## config.mk

```make
export PLATFORM = sky130hd
export DESIGN_NAME = serial_comparator
export DESIGN_NICKNAME = d
export VERILOG_FILES = /design/src/rtl/serial_cmp_pkg.sv /design/src/rtl/comparator_1bit.sv /design/src/rtl/serial_comparator.sv
export SDC_FILE = /design/constraint.sdc
export NUM_CORES = 1
export LEC_CHECK = 0
export CAP_MARGIN = 20
export CELL_PAD_IN_SITES_DETAIL_PLACEMENT = 1
export CELL_PAD_IN_SITES_GLOBAL_PLACEMENT = 1
export CORE_UTILIZATION = 42
export CTS_BUF_LIST = sky130_fd_sc_hd__clkbuf_16
export CTS_CLUSTER_DIAMETER = 120
export DETAILED_ROUTE_END_ITERATION = 10
export HOLD_SLACK_MARGIN = 0.08
export PLACE_DENSITY_LB_ADDON = 0.1
export SETUP_SLACK_MARGIN = 0.05
export SLEW_MARGIN = 30
export SYNTH_ARGS = -nofsm -noshare
export SYNTH_HDL_FRONTEND = slang
export SYNTH_HIERARCHICAL = 1
export SYNTH_SLANG_ARGS = --single-unit
export TNS_END_PERCENT = 20
```

## constraint.sdc

```tcl
create_clock -name clk_in -period 4.1 [get_ports clk_in]
set_input_delay 0.41 -clock clk_in [delete_from_list [all_inputs] [get_ports clk_in]]
set_output_delay 0.41 -clock clk_in [all_outputs]
set_load 0.05 [all_outputs]
```

## src/rtl/serial_cmp_pkg.sv

```systemverilog
// ---------------------------------------------------------------------------
// serial_cmp_pkg
//
// Shared definitions for the bit-serial magnitude comparator:
//   DEFAULT_WIDTH : default operand width in bits
//   state_t       : controller states (IDLE, COMPARE, DONE)
// ---------------------------------------------------------------------------
package serial_cmp_pkg;

    localparam int DEFAULT_WIDTH = 8;

    typedef enum logic [1:0] {
        IDLE    = 2'd0,
        COMPARE = 2'd1,
        DONE    = 2'd2
    } state_t;

endpackage

```

## src/rtl/comparator_1bit.sv

```systemverilog
// ---------------------------------------------------------------------------
// comparator_1bit
//
// Purely combinational single-bit magnitude comparator. Exactly one of the
// three outputs is high for any input pair.
//
// Ports:
//   a_bit, b_bit : the two bits being compared
//   gt           : a_bit > b_bit
//   eq           : a_bit == b_bit
//   lt           : a_bit < b_bit
// ---------------------------------------------------------------------------
module comparator_1bit (
    input  logic a_bit,
    input  logic b_bit,
    output logic gt,
    output logic eq,
    output logic lt
);

    assign gt = a_bit & ~b_bit;
    assign eq = ~(a_bit ^ b_bit);
    assign lt = ~a_bit & b_bit;

endmodule

```

## src/rtl/serial_comparator.sv

```systemverilog
// ---------------------------------------------------------------------------
// serial_comparator
//
// Bit-serial unsigned magnitude comparator. On an accepted start the two
// operands are captured into shift registers and compared MSB-first, one bit
// per clock. The first differing bit ends the comparison early; if all bits
// match the operands are reported equal. The result flags are held until the
// next accepted start.
//
// Ports:
//   clk_in   : clock, rising edge active
//   rst_in   : asynchronous active-high reset
//   start_in : compare request, only honoured in IDLE
//   a_in     : operand A (unsigned, WIDTH bits), captured with start_in
//   b_in     : operand B (unsigned, WIDTH bits), captured with start_in
//   busy_out : high while bits are being compared
//   done_out : one-cycle pulse when a new result is available
//   g_out    : A > B
//   e_out    : A == B
//   l_out    : A < B
// ---------------------------------------------------------------------------
module serial_comparator
    import serial_cmp_pkg::*;
#(
    parameter int WIDTH = DEFAULT_WIDTH
) (
    input  logic             clk_in,
    input  logic             rst_in,
    input  logic             start_in,
    input  logic [WIDTH-1:0] a_in,
    input  logic [WIDTH-1:0] b_in,
    output logic             busy_out,
    output logic             done_out,
    output logic             g_out,
    output logic             e_out,
    output logic             l_out
);

    localparam int CNT_W = $clog2(WIDTH) + 1;
    localparam logic [CNT_W-1:0] CNT_LOAD = CNT_W'(WIDTH - 1);

    state_t            state;
    state_t            next_state;
    logic [WIDTH-1:0]  a_sr;
    logic [WIDTH-1:0]  b_sr;
    logic [CNT_W-1:0]  bit_cnt;
    logic              g_q;
    logic              e_q;
    logic              l_q;
    logic              bit_gt;
    logic              bit_eq;
    logic              bit_lt;
    logic              load_en;
    logic              shift_en;
    logic              latch_diff;
    logic              latch_eq;

    // The current MSBs of the two shift registers are the bits under test.
    comparator_1bit u_bit_cmp (
        .a_bit (a_sr[WIDTH-1]),
        .b_bit (b_sr[WIDTH-1]),
        .gt    (bit_gt),
        .eq    (bit_eq),
        .lt    (bit_lt)
    );

    // State register.
    always_ff @(posedge clk_in or posedge rst_in) begin
        if (rst_in) begin
            state <= IDLE;
        end else begin
            state <= next_state;
        end
    end

    // Next-state logic and datapath strobes. A mismatch ends the comparison
    // immediately; a match either advances to the next bit or, when the
    // counter has reached zero, declares the operands equal.
    always_comb begin
        next_state = state;
        load_en    = 1'b0;
        shift_en   = 1'b0;
        latch_diff = 1'b0;
        latch_eq   = 1'b0;
        case (state)
            IDLE: begin
                if (start_in) begin
                    load_en    = 1'b1;
                    next_state = COMPARE;
                end
            end
            COMPARE: begin
                if (!bit_eq) begin
                    latch_diff = 1'b1;
                    next_state = DONE;
                end else if (bit_cnt != '0) begin
                    shift_en = 1'b1;
                end else begin
                    latch_eq   = 1'b1;
                    next_state = DONE;
                end
            end
            DONE: begin
                next_state = IDLE;
            end
            default: begin
                next_state = IDLE;
            end
        endcase
    end

    // Operand shift registers, bit counter and result flags. Operands are
    // captured only on an accepted start, so later input changes cannot
    // disturb an in-flight comparison.
    always_ff @(posedge clk_in or posedge rst_in) begin
        if (rst_in) begin
            a_sr    <= '0;
            b_sr    <= '0;
            bit_cnt <= '0;
            g_q     <= 1'b0;
            e_q     <= 1'b0;
            l_q     <= 1'b0;
        end else begin
            if (load_en) begin
                a_sr    <= a_in;
                b_sr    <= b_in;
                bit_cnt <= CNT_LOAD;
                g_q     <= 1'b0;
                e_q     <= 1'b0;
                l_q     <= 1'b0;
            end
            if (shift_en) begin
                a_sr    <= a_sr << 1;
                b_sr    <= b_sr << 1;
                bit_cnt <= bit_cnt - CNT_W'(1);
            end
            if (latch_diff) begin
                g_q <= bit_gt;
                e_q <= 1'b0;
                l_q <= bit_lt;
            end
            if (latch_eq) begin
                g_q <= 1'b0;
                e_q <= 1'b1;
                l_q <= 1'b0;
            end
        end
    end

    // Status outputs decode straight from the state register, so they carry
    // no combinational path from any input.
    assign busy_out = (state == COMPARE);
    assign done_out = (state == DONE);
    assign g_out    = g_q;
    assign e_out    = e_q;
    assign l_out    = l_q;

endmodule
```

; ---- After elaboration in Yosys (flattened, before gate mapping)
; Cells that the tools add are included.
[op_classes]
n_lt_le_gt_ge = 0
reduce_logical = 5
multipliers = 0
n_shift = 0
bitwise = 5
mux = 27
add_sub_neg = 1
eq_ne = 4
div_mod_pow = 0
[ops]
columns = cell, count
row1 = $mux W8, 4
row2 = $mux W1, 17
row3 = $mux W4, 2
row4 = $mux W2, 3
row5 = $pmux W2 S2, 1
row6 = $reduce_bool A4 Y1, 1
row7 = $sub A4 B1 Y4 const B, 1
row8 = $ne A3 B3 Y1 const B, 1
row9 = $reduce_bool A3 Y1, 1
row10 = $and A1 B1 Y1, 2
row11 = $eq A2 B1 Y1 const B, 1
row12 = $eq A2 B2 Y1 const B, 1
row13 = $logic_not A2 Y1, 1
row14 = $ne A2 B2 Y1 const B, 1
row15 = $not A1 Y1, 2
row16 = $reduce_and A2 Y1, 1
row17 = $reduce_bool A2 Y1, 1
row18 = $xor A1 B1 Y1, 1
[totals]
memories = 0
out_inout_bits = 5
latchBits = 0
word_cells = 49
regBits = 25
ram_bits = 0
romBits = 0

; ---- Depth between registers and ports, before layout
[logic_depth]
ltp_word = 5
mapped_depth = 8
ltp_nobuf = 5

; ---- Hierarchy
; The synthesis kept the hierarchy.
[by_module_without_submodules]
columns = module, n_inst, seq_area_each_um2, cells_per_inst, area_per_inst_um2
row1 = serial_comparator, 1, 625.6, 95, 1149.9
row2 = comparator_1bit, 1, 0.0, 4, 32.5

; ---- Least setup slack after synthesis
; No wires, ideal clock.
[synth_timing]
path_kind = reg-to-reg
from = register bit_cnt[0]
to = register a_sr[1]
slack_ns = 2.197
synth_period_minus_slack_ns = 1.903
path_stages_with_launch = 9
arrival_ns = 1.777
path_cell_list = dfrtp_1 > inv_1 > ha_1 > or3b_1 > buf_2 > and2_4 > buf_6 > buf_8 > a221o_1
[synth_between]
elab_chain_cells = 5
elab_cells_between_ends = 6
[synth_lines]
columns = element, line_no
row1 = from (decl), serial_comparator.sv:46  ; logic [CNT_W-1:0] bit_cnt;
row2 = from (signal assigned), serial_comparator.sv:135  ; bit_cnt <= bit_cnt - CNT_W'(1);
row3 = $reduce_bool A4 Y1 (*), serial_comparator.sv:96  ; end else if (bit_cnt != '0) begin
row4 = $mux W1 (*), serial_comparator.sv:96
row5 = $mux W1 (*), serial_comparator.sv:93  ; if (!bit_eq) begin
row6 = $mux W1 (*), serial_comparator.sv:85  ; case (state)
row7 = $mux W8 or $reduce_bool A2 Y1 (tied branches), n/a
row8 = to (signal assigned), serial_comparator.sv:125  ; a_sr <= a_in;
row9 = to (signal assigned), serial_comparator.sv:133  ; a_sr <= a_sr << 1;
row10 = to (decl), serial_comparator.sv:44  ; logic [WIDTH-1:0] a_sr;
; Mark *: on every way between the ends. The rest lies on a longest branch, timed or not.
; A chain may end at the register's enable or synchronous reset.

; ---- Worst setup path after layout
[layout_timing]
from = register state[1]
to = output port busy_out
[layout_between]
elab_chain_cells = 1
[layout_lines]
columns = element, line_no
row1 = from (decl), serial_comparator.sv:42  ; state_t state;
row2 = from (signal assigned), serial_comparator.sv:72  ; state <= next_state;
row3 = $eq A2 B1 Y1, serial_comparator.sv:152  ; assign busy_out = (state == COMPARE);
row4 = to (decl), serial_comparator.sv:32  ; output logic busy_out,
; No other way between the ends.

==> results by group <==
Logic synthesis
  • Multiplexer share of the synthesized area: 0.8466%
  • Largest cells by area after synthesis: dfrtp_1 53%, a221o_2 8.6%, and2_1 7.4%, a221o_1 4.2%, ha_1 3.2%
  • Compound-Gate Fraction of Synth Area: 20.53%
  • Post-Synthesis Cells: 99
  • Post-Syn Area: 1182 sq um
  • YS warnings: 6
  • Largest family of logic cells by synthesized area: compound AO/OA/AOI/OAI gates
  • FFs w/ async S/R, synth: 100.0%
  • Top FF cell, synth: dfrtp_1
  • Synth unique cells: 30
  • Syn Area/Cell: 11.94 sq um
  • Synth top area share: 52.91%
  • Seq/Total Area, Yosys: 52.91%
  • Area leader, netlist: dfrtp_1
  • Post-Synth Simple-Gate Area: 14.81%
  • Post-synth EDFFs: 0
  • Synth Area in XOR/XNOR: 1.481%
  • Seq cells post-synth: 25
  • Syn_nets: 121
  • Synth Area in Adders: 3.175%

Die
  • Die Wd: 55.06 microns
  • Initial Util: 46.05%
  • Row count: 18
  • Core Area: 2567 sq um
  • Die height: 55.06 microns
  • Io pins: 24
  • Full die area: 3032 sq um

Timing
  • Max Slew Vio Count: 0
  • Final period util: 52.53%
  • Final setup TNS: 0 ns
  • Worst-margin pin slew: 0.7418 ns
  • # setup viols final: 0
  • Unrepaired setup endpoints after global routing: false
  • Final hold vios: 0
  • Post-route minimum period: 2.154 ns
  • Fmax: 0.4643 GHz
  • Clock Skew: 0.001548 ns
  • Slew headroom: 50.55%

Route
  • # DRC: 0
  • DR vias: 830
  • Routed Antenna Nets: 0
  • Final WL: 2.273 mm
  • Post-detailed-route wirelength per cell: 15.05 microns
  • DRT iter0 DRCs: 19
  • DR pass1 iterations: 4
  • Vias per cell: 5.497

Worst setup path
  • FF-to-FF setup slack: 1.98 ns
  • Critical Path RT: 3.69 ns
  • Setup crit end kind: primary output
  • R2r worst-path depth: 5
  • Reg2reg start: bit_cnt[0]
  • Worst Path Arrival: 1.74 ns
  • R2r endpoint: b_sr[6]
  • Critical Path Start Type: flip-flop
  • Crit-path max FO: 5
  • WS Path Type: flip-flop to primary output

Clock tree
  • Setup Buffers After CTS: 0
  • CTS tree: built
  • Num CTS Buffers: 3
  • Worst skew pair latency: 0.25 ns
  • Maximum clock path buffer count: 2
  • Post-CTS sizing: 0
  • CTS Hold Bufs: 0
  • Max H-tree Level: 1
  • Clock transition at the registers of the reported paths: 0.06 ns
  • Clock Sink Count: 25
  • Root Buffer: clkbuf_16

Pwr
  • Static Leak: 0.6819 nW
  • Cell area power density: 717.9 nW/um^2
  • VDD IR max: 0.4370 mV

Placed design
  • Gp weighted congestion: 0.6601
  • PortBufs: 23
  • Total placed instance area: 1414 sq um
  • HPWL after DPL: 1.589 mm

Global route
  • Global-route wire length before repair: 3.843 mm
  • GRT Total Usage: 18.10%
  • Vias in the first global route: 807
  • Initial antenna violation count: 0
  • Largest net degree at the start of global routing: 26
  • Global route total overflow: 0

Status
  • Run status: finished clean

Final layout
  • Post-route design area: 1494 sq um
  • Layout cell share with drive strength beyond 1: 17.36%
  • Final net count: 144
  • Layout area overhead: 26.35%
  • Number of diodes: 0

Job
  • Max Cap Viol: 0

Hold path
  • Worst hold-check path type: primary input to async pin
## through the flow
stage | util (%) | hold WS [ns] | power, mW | worst slack [ns] | cells
2_1_floorplan | - | 0.4373 | 0.7754 | 2.197 | 99
3_3_place_gp | 55.07 | 0.4900 | 0.8496 | 2.014 | 147
3_5_place_dp | 55.07 | 0.5013 | 0.8674 | 1.970 | 147
4_1_cts | 58.19 | 0.5164 | 1.085 | 1.927 | 151
5_1_grt | 58.19 | 0.5337 | 1.151 | 1.791 | 151
6_report | 58.19 | 0.5117 | 1.072 | 1.946 | 151
## Yosys cell counts, drive strengths merged, types with 2 or more instances
library cell  instances
a221o                14
and2                 15
a32o                  2
clkbuf                2
buf                   4
a211oi                2
dfrtp                25
inv                   8
ha                    3
a21oi                 5
nor2                  2
or3b                  2
nand2                 4
## kinds of logic after synthesis
family | Yosys count
xor+xnor | 2
simple gates | 28
fa+ha+maj | 3
flops | 25
buf+inv | 14
mux | 1
compound gates | 26
## worst max-delay path, stage by stage, from the launching register on
cell             delay, ns
dfrtp_1               0.42
nand2b_1              0.21
inv_1                 0.07
clkdlybuf4s50_1       0.79
## worst max-delay path by stage
stage,startpoint,to,cells after the start
6_report,state[1],busy_out,3
5_1_grt,bit_cnt[0],b_sr[1],5
4_1_cts,state[1],busy_out,3
3_5_place_dp,bit_cnt[0],b_sr[2],5
3_3_place_gp,bit_cnt[0],b_sr[1],5
2_1_floorplan,bit_cnt[0],a_sr[1],8
## registers in the layout, indices dropped and copies added (netlist names)
signal and cells:
a_sr 8, b_sr 8, bit_cnt 4, state 2
e_out 1, g_out 1, l_out 1
## placed cells by master (no fill, tap or decap), types with 2 or more instances in the layout
master	n
a32o_1	2
dfrtp_1	25
a221o_1	5
nor2_1	2
clkdlybuf4s50_1	23
inv_1	7
clkbuf_16	3
a21oi_1	4
and2_1	14
nand2_1	4
a221o_2	9
a211oi_1	2
ha_1	3
## layout make-up
| type | instances | area [sq um] |
|---|---|---|
| clock buffers | 3 | 75.07 |
| multi-input cells | 60 | 483.0 |
| well taps | 30 | 37.54 |
| inverters | 8 | 30.03 |
| fillers | 279 | 1074 |
| clock inverters | 1 | 5.005 |
| repair buffers | 24 | 237.7 |
| flip-flops and latches | 25 | 625.6 |
## power breakdown
part           switching, mW  total (mW)  internal (mW)
clock network         0.0813       0.212          0.131
registers             0.0683       0.416          0.348
logic                  0.232       0.444          0.211
## layer usage
metal  GRT usage (%)  share of wire, %  vias to the layer above
met3           3.279               2.5                        2
met4           6.250              0.75                        0
met2           27.71                46                       15
met1           25.56                50                      412
li1                -                 -                      401
met5               0                 0                        -
No activity file was read; power rests on OpenSTA's default activity.
